`src/rtl/udp_tx_fifo_pkg.sv`:
```
// Shared sizing helpers and default thresholds
// for the UDP transmit FIFO controller.
package udp_tx_fifo_pkg;

  localparam int AF_MARGIN  = 2;
  localparam int AE_DEFAULT = 2;

  function automatic int fifo_depth(input int aw);
    return 2 ** aw;
  endfunction

  function automatic int ptr_width(input int aw);
    return aw + 1;
  endfunction

endpackage

```
`src/rtl/udp_tx_fifo_ctrl.sv`:
```
// Pointer, flag and registered read-data control
// for the UDP TX FIFO in front of a combinational-read RAM.
import udp_tx_fifo_pkg::*;

module udp_tx_fifo_ctrl #(
  parameter int ADDR_WIDTH       = 4,
  parameter int DATA_WIDTH       = 8,
  parameter int ALMOST_FULL_NUM  =
    fifo_depth(ADDR_WIDTH) - AF_MARGIN,
  parameter int ALMOST_EMPTY_NUM = AE_DEFAULT
) (
  input  logic                  clk,
  input  logic                  rst,
  input  logic                  wr_en,
  input  logic [DATA_WIDTH-1:0] wr_data,
  output logic                  full,
  output logic                  almost_full,
  output logic                  wr_err,
  input  logic                  rd_en,
  output logic [DATA_WIDTH-1:0] rd_data,
  output logic                  empty,
  output logic                  almost_empty,
  output logic                  rd_err,
  output logic [ADDR_WIDTH:0]   count,
  output logic                  ram_wr_en,
  output logic [ADDR_WIDTH-1:0] ram_wr_addr,
  output logic [DATA_WIDTH-1:0] ram_wr_data,
  output logic [ADDR_WIDTH-1:0] ram_rd_addr,
  input  logic [DATA_WIDTH-1:0] ram_rd_data
);

  localparam int PW = ptr_width(ADDR_WIDTH);
  localparam logic [PW-1:0] AF_TH = PW'(ALMOST_FULL_NUM);
  localparam logic [PW-1:0] AE_TH = PW'(ALMOST_EMPTY_NUM);
  localparam logic [PW-1:0] ONE   = PW'(1);

  logic [PW-1:0] wptr;
  logic [PW-1:0] rptr;
  logic          push;
  logic          pop;

  // MSB is the wrap flag; equal low bits with
  // differing wrap flags means the RAM is full.
  assign empty = (wptr == rptr);
  assign full  =
    (wptr[ADDR_WIDTH] != rptr[ADDR_WIDTH]) &&
    (wptr[ADDR_WIDTH-1:0] == rptr[ADDR_WIDTH-1:0]);
  assign count        = wptr - rptr;
  assign almost_full  = (count >= AF_TH);
  assign almost_empty = (count <= AE_TH);

  assign push = wr_en && !full;
  assign pop  = rd_en && !empty;

  assign ram_wr_en   = push;
  assign ram_wr_addr = wptr[ADDR_WIDTH-1:0];
  assign ram_wr_data = wr_data;
  assign ram_rd_addr = rptr[ADDR_WIDTH-1:0];

  always_ff @(posedge clk or posedge rst) begin
    if (rst) begin
      wptr    <= '0;
      rptr    <= '0;
      rd_data <= '0;
      wr_err  <= 1'b0;
      rd_err  <= 1'b0;
    end else begin
      wr_err <= wr_en && full;
      rd_err <= rd_en && empty;
      if (push)
        wptr <= wptr + ONE;
      if (pop) begin
        rptr    <= rptr + ONE;
        rd_data <= ram_rd_data;
      end
    end
  end

endmodule

```
`config.mk`:
```
export PLATFORM = sky130hd
export DESIGN_NAME = udp_tx_fifo_ctrl
export DESIGN_NICKNAME = d
export VERILOG_FILES = /design/src/rtl/udp_tx_fifo_pkg.sv /design/src/rtl/udp_tx_fifo_ctrl.sv
export SDC_FILE = /design/constraint.sdc
export NUM_CORES = 1
export LEC_CHECK = 0
export ABC_AREA = 1
export CAP_MARGIN = 5
export CORE_MARGIN = 1.5
export CORE_UTILIZATION = 45
export CTS_CLUSTER_SIZE = 28
export DETAILED_ROUTE_END_ITERATION = 10
export PLACE_DENSITY = 0.85
export SYNTH_ARGS = -nofsm -noshare
export SYNTH_HDL_FRONTEND = slang
export SYNTH_SLANG_ARGS = --single-unit
```
`constraint.sdc`:
```
create_clock -name clk -period 3.8 [get_ports clk]
set_input_delay 0.38 -clock clk [delete_from_list [all_inputs] [get_ports clk]]
set_output_delay 0.38 -clock clk [all_outputs]
set_load 0.01 [all_outputs]
```
==> results of run 1 <==
-- cell type report --
class | count | area [um^2]
clock buffer | 3 | 22.5
inverter | 20 | 75.1
sequential | 20 | 500
clock inverter | 1 | 30.0
fill | 241 | 1100
tap | 31 | 38.8
multi-input combinational | 109 | 579
timing repair buffer | 39 | 390
-- cell families after synthesis --
family                   after synthesis
XOR/XNOR                               8
flip-flops                            20
AND/OR/NAND/NOR                       91
buffers and inverters                 39
AO/OA/AOI/OAI                          3
adder cells (fa/ha/maj)                7
-- flip-flops by register name, indices dropped and copies added, names as in the netlist --
signal	flops
wptr	5
rptr	5
wr_err	1
rd_err	1
rd_data	8
-- power by group --
part | internal [mW] | switching, mW
clock network | 0.107 | 0.0680
logic | 0.526 | 0.519
registers | 0.299 | 0.0873
total | 0.931 | 0.674
-- worst register-to-register path, stage by stage, from the launching register on --
cell	delay [ns]
dfrtp_1	0.46
inv_1	0.07
ha_1	0.37
nand2_1	0.09
nor2_2	0.14
nand2_2	0.23
nand2_4	0.23
nand2_1	0.08
nand2_1	0.07
-- cells in the final DEF, fill, tap and decap left out, drive strengths merged --
master,netlist,routed
clkbuf,1,3
nand3b,1,1
inv,20,20
clkdlybuf4s50,0,39
bufinv,0,1
nand3,29,29
xor2,7,7
nand2,55,55
xnor2,1,1
fa,1,1
dfrtp,20,20
ha,6,6
nor2,6,6
a21oi,3,3
-- cells in the mapped netlist (all sizes together) --
library cell,number
a21oi,3
buf,18
clkbuf,1
dfrtp,20
fa,1
ha,6
inv,20
nand2,55
nand3,29
nand3b,1
nor2,6
xnor2,1
xor2,7
-- routing by layer --
metal / vias to the layer above / part of all wire [%]
met4: 0 / 1.0
met3: 4 / 5.2
li1: 562 / -
met1: 492 / 47
met5: - / 0
met2: 35 / 47
-- per-stage QoR --
step	hold WS (ns)	setup slack [ns]	cells	utilization, %
finish	0.482	0.967	223	59.9
global route	0.514	0.789	223	59.9
CTS	0.487	0.959	223	59.9
detailed placement	0.458	1.30	219	57.9
global placement	0.453	1.36	219	57.9
floorplan	0.344	1.79	168	-
-- worst paths after layout --
path                           endpoint  slack, ns  cells past startpoint
max                        almost_empty       0.97                     10
max in group asynchronous       wptr[2]       2.84                      2
min in group asynchronous    rd_data[2]       0.49                      2
max reg2reg                     rptr[4]       2.01                      8
min reg2reg                  rd_data[6]       0.48                      2
min                          rd_data[6]       0.48                      2
==> summary.txt, run 1 <==
Initial Utilization: 47.5%
Max-Cap Viols: 0
largest net degree at the start of global routing: 21
combinational family with the most area after synthesis: simple AND/OR/NAND/NOR gates
Clock Skews: 0.00151 ns
Max clock buf depth: 2
first-pass GRT wire length: 4080 um
Overflow after GRT: 0
Distinct cells, synth: 17
max incr delay on CP: 0.53 ns
endpoint type of the worst setup path: output pin
Tot Pwr: 1.60 mW
share of cells above drive strength 1: 4.69%
RSZ-0062 raised after global routing: no
Post-CTS Setup Inserts: 0
Critical Path RT: 3.42 ns
post-synthesis cell area: 1300 um^2
DIE WIDTH: 56.7 um
yosys warns: 0
Core Rows: 19
Hold Buf Count CTS: 0
WS Path Type: flop to output pin
min-delay worst type: flop to flop
Yosys top cell area share: 38.6%
CTS tree: done
Synth Register Bits: 20
LEAKAGE: 0.856 nW
Post-DRT Antenna Nets: 0
worst-skew pair later-pin latency: 0.30 ns
syn_nets: 195
CTS root buf: clkbuf_4
CTS Sinks: 20
RePlAce Congestion: 0.796
Mapped Avg Cell Area: 7.72 um^2
status: completed
GRT met3 Usage: 2.53%
dpl cell area: 1580 um^2
Nets: 220
Core ar.: 2730 um^2
Mapped Cells: 168
CP max-delay cell: clkdlybuf4s50_1
period utilization: 74.6%
hpwl dp: 1710 um
Die Y-Extent: 56.7 um
crit path cell chain: inv_1, ha_1, inv_1, fa_1, inv_1, nor2_1, a21oi_1, nand3_1, nor2_1, clkdlybuf4s50_1
Area contributors post-synth: dfrtp_1 (39%), nand2_1 (15%), nand3_1 (11%)
vias: 1093
antenna violations before repair: 0
WP data arrival: 2.45 ns
Post-route DRC: 0
Tightest Pin Transition: 0.748 ns
reg2reg start: rptr[2]
grt met2 use: 25.1%
First DRT Iteration DRCs: 16
gr usage total: 15.9%
endpoints failing setup: 0
Final Critical Period: 2.83 ns
Post-CTS Resized: 0
xor/xnor share of the synthesized area: 5.40%
Yosys top cell by area: dfrtp_1
Worst Path Buf+Inv: 4
Synth Area in Adders: 7.33%
CTS Buf Count: 3
gr busiest metal: met2
most used cell, CP: inv_1
# diodes: 0
Crit Path Max Fanout: 5
met1 Track Usage GR: 21.5%
sequential-to-total area share from yosys stat: 38.6%
number of port buffers: 39
Crit. Startpoint: wptr[0]
Synth Area in Compound Gates: 1.16%
area delta synth->final: 26.1%
pwr/cell area: 981 nW/um^2
htree depth: 1
Worst VDD drop: 0.741 mV
mux cell area share after synthesis: 0%
Max Slew Vio Count: 0
hold path start: rd_data[6]
Die ar.: 3210 um^2
Setup TNS Final: 0 ns
post-DR vias/cell: 4.90
Synth Area in Simple Gates: 30.8%
Crit path max-delay family: buffers and inverters
number of global-route vias before repair: 941
post-route cell area: 1640 um^2
# IOs: 56
Rel. slew slack: 50.1%
Final Hold Fails: 0
Max Fclk: 353 MHz
WL per Instance: 10.7 um
critical path launch point type: flop
Worst-path clk slew: 0.12 ns
first-pass iteration count of the detailed router: 4
routed wire length: 2390 um
Power figures use the tool's default switching activity.
==> run 2: changes to the inputs <==
- CORE_UTILIZATION: 45 -> 38
- PLACE_DENSITY: 0.85 -> 0.76
- clock period: 3.8 -> 2.6 ns (I/O delays scaled with it)
==> summary.txt, run 2 (synthesized netlist as in run 1, its figures left out) <==
status: completed
GRT met3 Usage: 2.31%
CP max-delay cell: dfrtp_1
WS Path Type: flop to output pin
gr busiest metal: met2
Inst Count DP: 235
worst-skew pair later-pin latency: 0.31 ns
Initial Utilization: 39.2%
pwr/cell area: 1410 nW/um^2
htree depth: 1
area delta synth->final: 31.3%
vias: 1078
most frequent cells in the layout: nand2_1 (51), clkdlybuf4s50_1 (36), nand3_1 (29)
RePlAce Congestion: 0.745
post-route cell area: 1700 um^2
reg2reg path depth: 8
Post-DRT Antenna Nets: 0
CTS tree: done
most used cell, CP: nand2_4
Setup TNS Final: 0 ns
CTS Buf Count: 3
Core ar.: 3310 um^2
Final Hold Fails: 0
Nets: 224
CTS root buf: clkbuf_4
Final Non-Filler Cells: 242
R2R Path End: rptr[1]
Die ar.: 3770 um^2
max incr delay on CP: 0.47 ns
Clock Skews: 0.00463 ns
Worst-path clk slew: 0.12 ns
Max Fclk: 406 MHz
CTS Sinks: 20
# diodes: 0
Tot Pwr: 2.40 mW
hpwl dp: 1990 um
endpoint type of the worst setup path: output pin
WP data arrival: 2.20 ns
Max clock buf depth: 2
antenna violations before repair: 0
RSZ-0062 raised after global routing: no
dpl cell area: 1610 um^2
Crit Path Max Fanout: 8
First DRT Iteration DRCs: 44
Overflow after GRT: 0
Worst Path Buf+Inv: 2
routed wire length: 2720 um
Final Hold Slack: 0.372 ns
min-delay worst type: input port to async pin
LEAKAGE: 0.905 nW
Post-route DRC: 0
first-pass iteration count of the detailed router: 6
Max-Cap Viols: 0
period utilization: 94.8%
critical path launch point type: flop
WL per Instance: 11.2 um
first-pass GRT wire length: 4240 um
number of port buffers: 39
DIE WIDTH: 61.4 um
Critical Path RT: 2.34 ns
crit path cell chain: ha_1, nand2_1, nor2_2, nand2_4, nand2_4, inv_1, clkdlybuf4s50_1
Tightest Pin Transition: 0.758 ns
share of cells above drive strength 1: 8.16%
Core Rows: 21
register with the most flip-flops: rd_data
Final Critical Period: 2.46 ns
gr usage total: 15.0%
number of global-route vias before repair: 960
largest net degree at the start of global routing: 21
grt met2 use: 24.2%
R2R setup slack: 0.79 ns
# IOs: 56
Crit path max-delay family: simple AND/OR/NAND/NOR gates
endpoints failing setup: 0
Rel. slew slack: 49.4%
most common cell after layout, fill and taps aside: nand2_1
post-DR vias/cell: 4.45
max FFs per register: 8
Max Slew Vio Count: 0
reg2reg start: wptr[2]
Top Registers: rd_data x8, rptr x5, wptr x5
Die Y-Extent: 61.4 um
Worst VDD drop: 0.407 mV
met1 Track Usage GR: 20.9%
[run 2: cell count changes in the layout (fill, tap and decap cells not counted), sizes merged]
cell	before	now
dlygate4sd2	0	1
dlymetal6s2s	0	2
buf	0	4
clkdlybuf4s50	39	36
[run 2: worst max-delay path by stage]
stage | from | to | slack, ns | cells past startpoint
after detailed placement | wptr[0] | almost_empty | 0.19 | 10
after global placement | wptr[0] | almost_empty | 0.27 | 10
after floorplan | wptr[0] | almost_empty | 0.71 | 9
final | wptr[2] | ram_wr_en | 0.14 | 7
after CTS | wptr[0] | almost_full | 0.01 | 10
after global routing | wptr[0] | almost_empty | 0.003 | 10
[run 2: timing repair]
item                                    4_1_cts  5_1_grt
hold buffers                                  0        0
buffers inserted                              2        1
resized for setup                             1        7
endpoints found under the setup margin        2        5
[run 2: report_power, final]
part	leakage, nW	internal (mW)	switching [mW]	total (mW)
logic	0.628	0.790	0.799	1.59
registers	0.250	0.439	0.118	0.557
clock network	0.0279	0.156	0.101	0.257
[run 2: worst reg2reg max path, stage by stage, from the launching register on]
cell,delay (ns)
dfrtp_1,0.47
ha_1,0.41
nand2_1,0.09
nor2_2,0.18
nand2_2,0.09
buf_4,0.21
nand2_4,0.16
nand2_1,0.08
nand2_1,0.06
[run 2: layout make-up]
class / count / area, um^2
fill: 332 / 1610
multi-input combinational: 109 / 592
sequential: 20 / 503
timing repair buffer: 43 / 424
inverter: 20 / 75.1
tap: 46 / 57.6
clock inverter: 1 / 30.0
clock buffer: 3 / 22.5
[run 2: stage by stage]
step                      utilization (%)  setup WS (ns)
after floorplan                         -          0.709
after global placement               48.6          0.271
after detailed placement             48.6          0.192
after CTS                            50.6         0.0120
after global routing                 51.5        0.00305
final                                51.5          0.135
[run 2: routing by layer]
layer / vias up / share of wire (%) / wire, um
li1: 565 / - / -
met1: 493 / 46 / 1250
met2: 18 / 50 / 1350
met3: 2 / 3.7 / 102
met4: 0 / 0.70 / 19
met5: - / 0 / 0
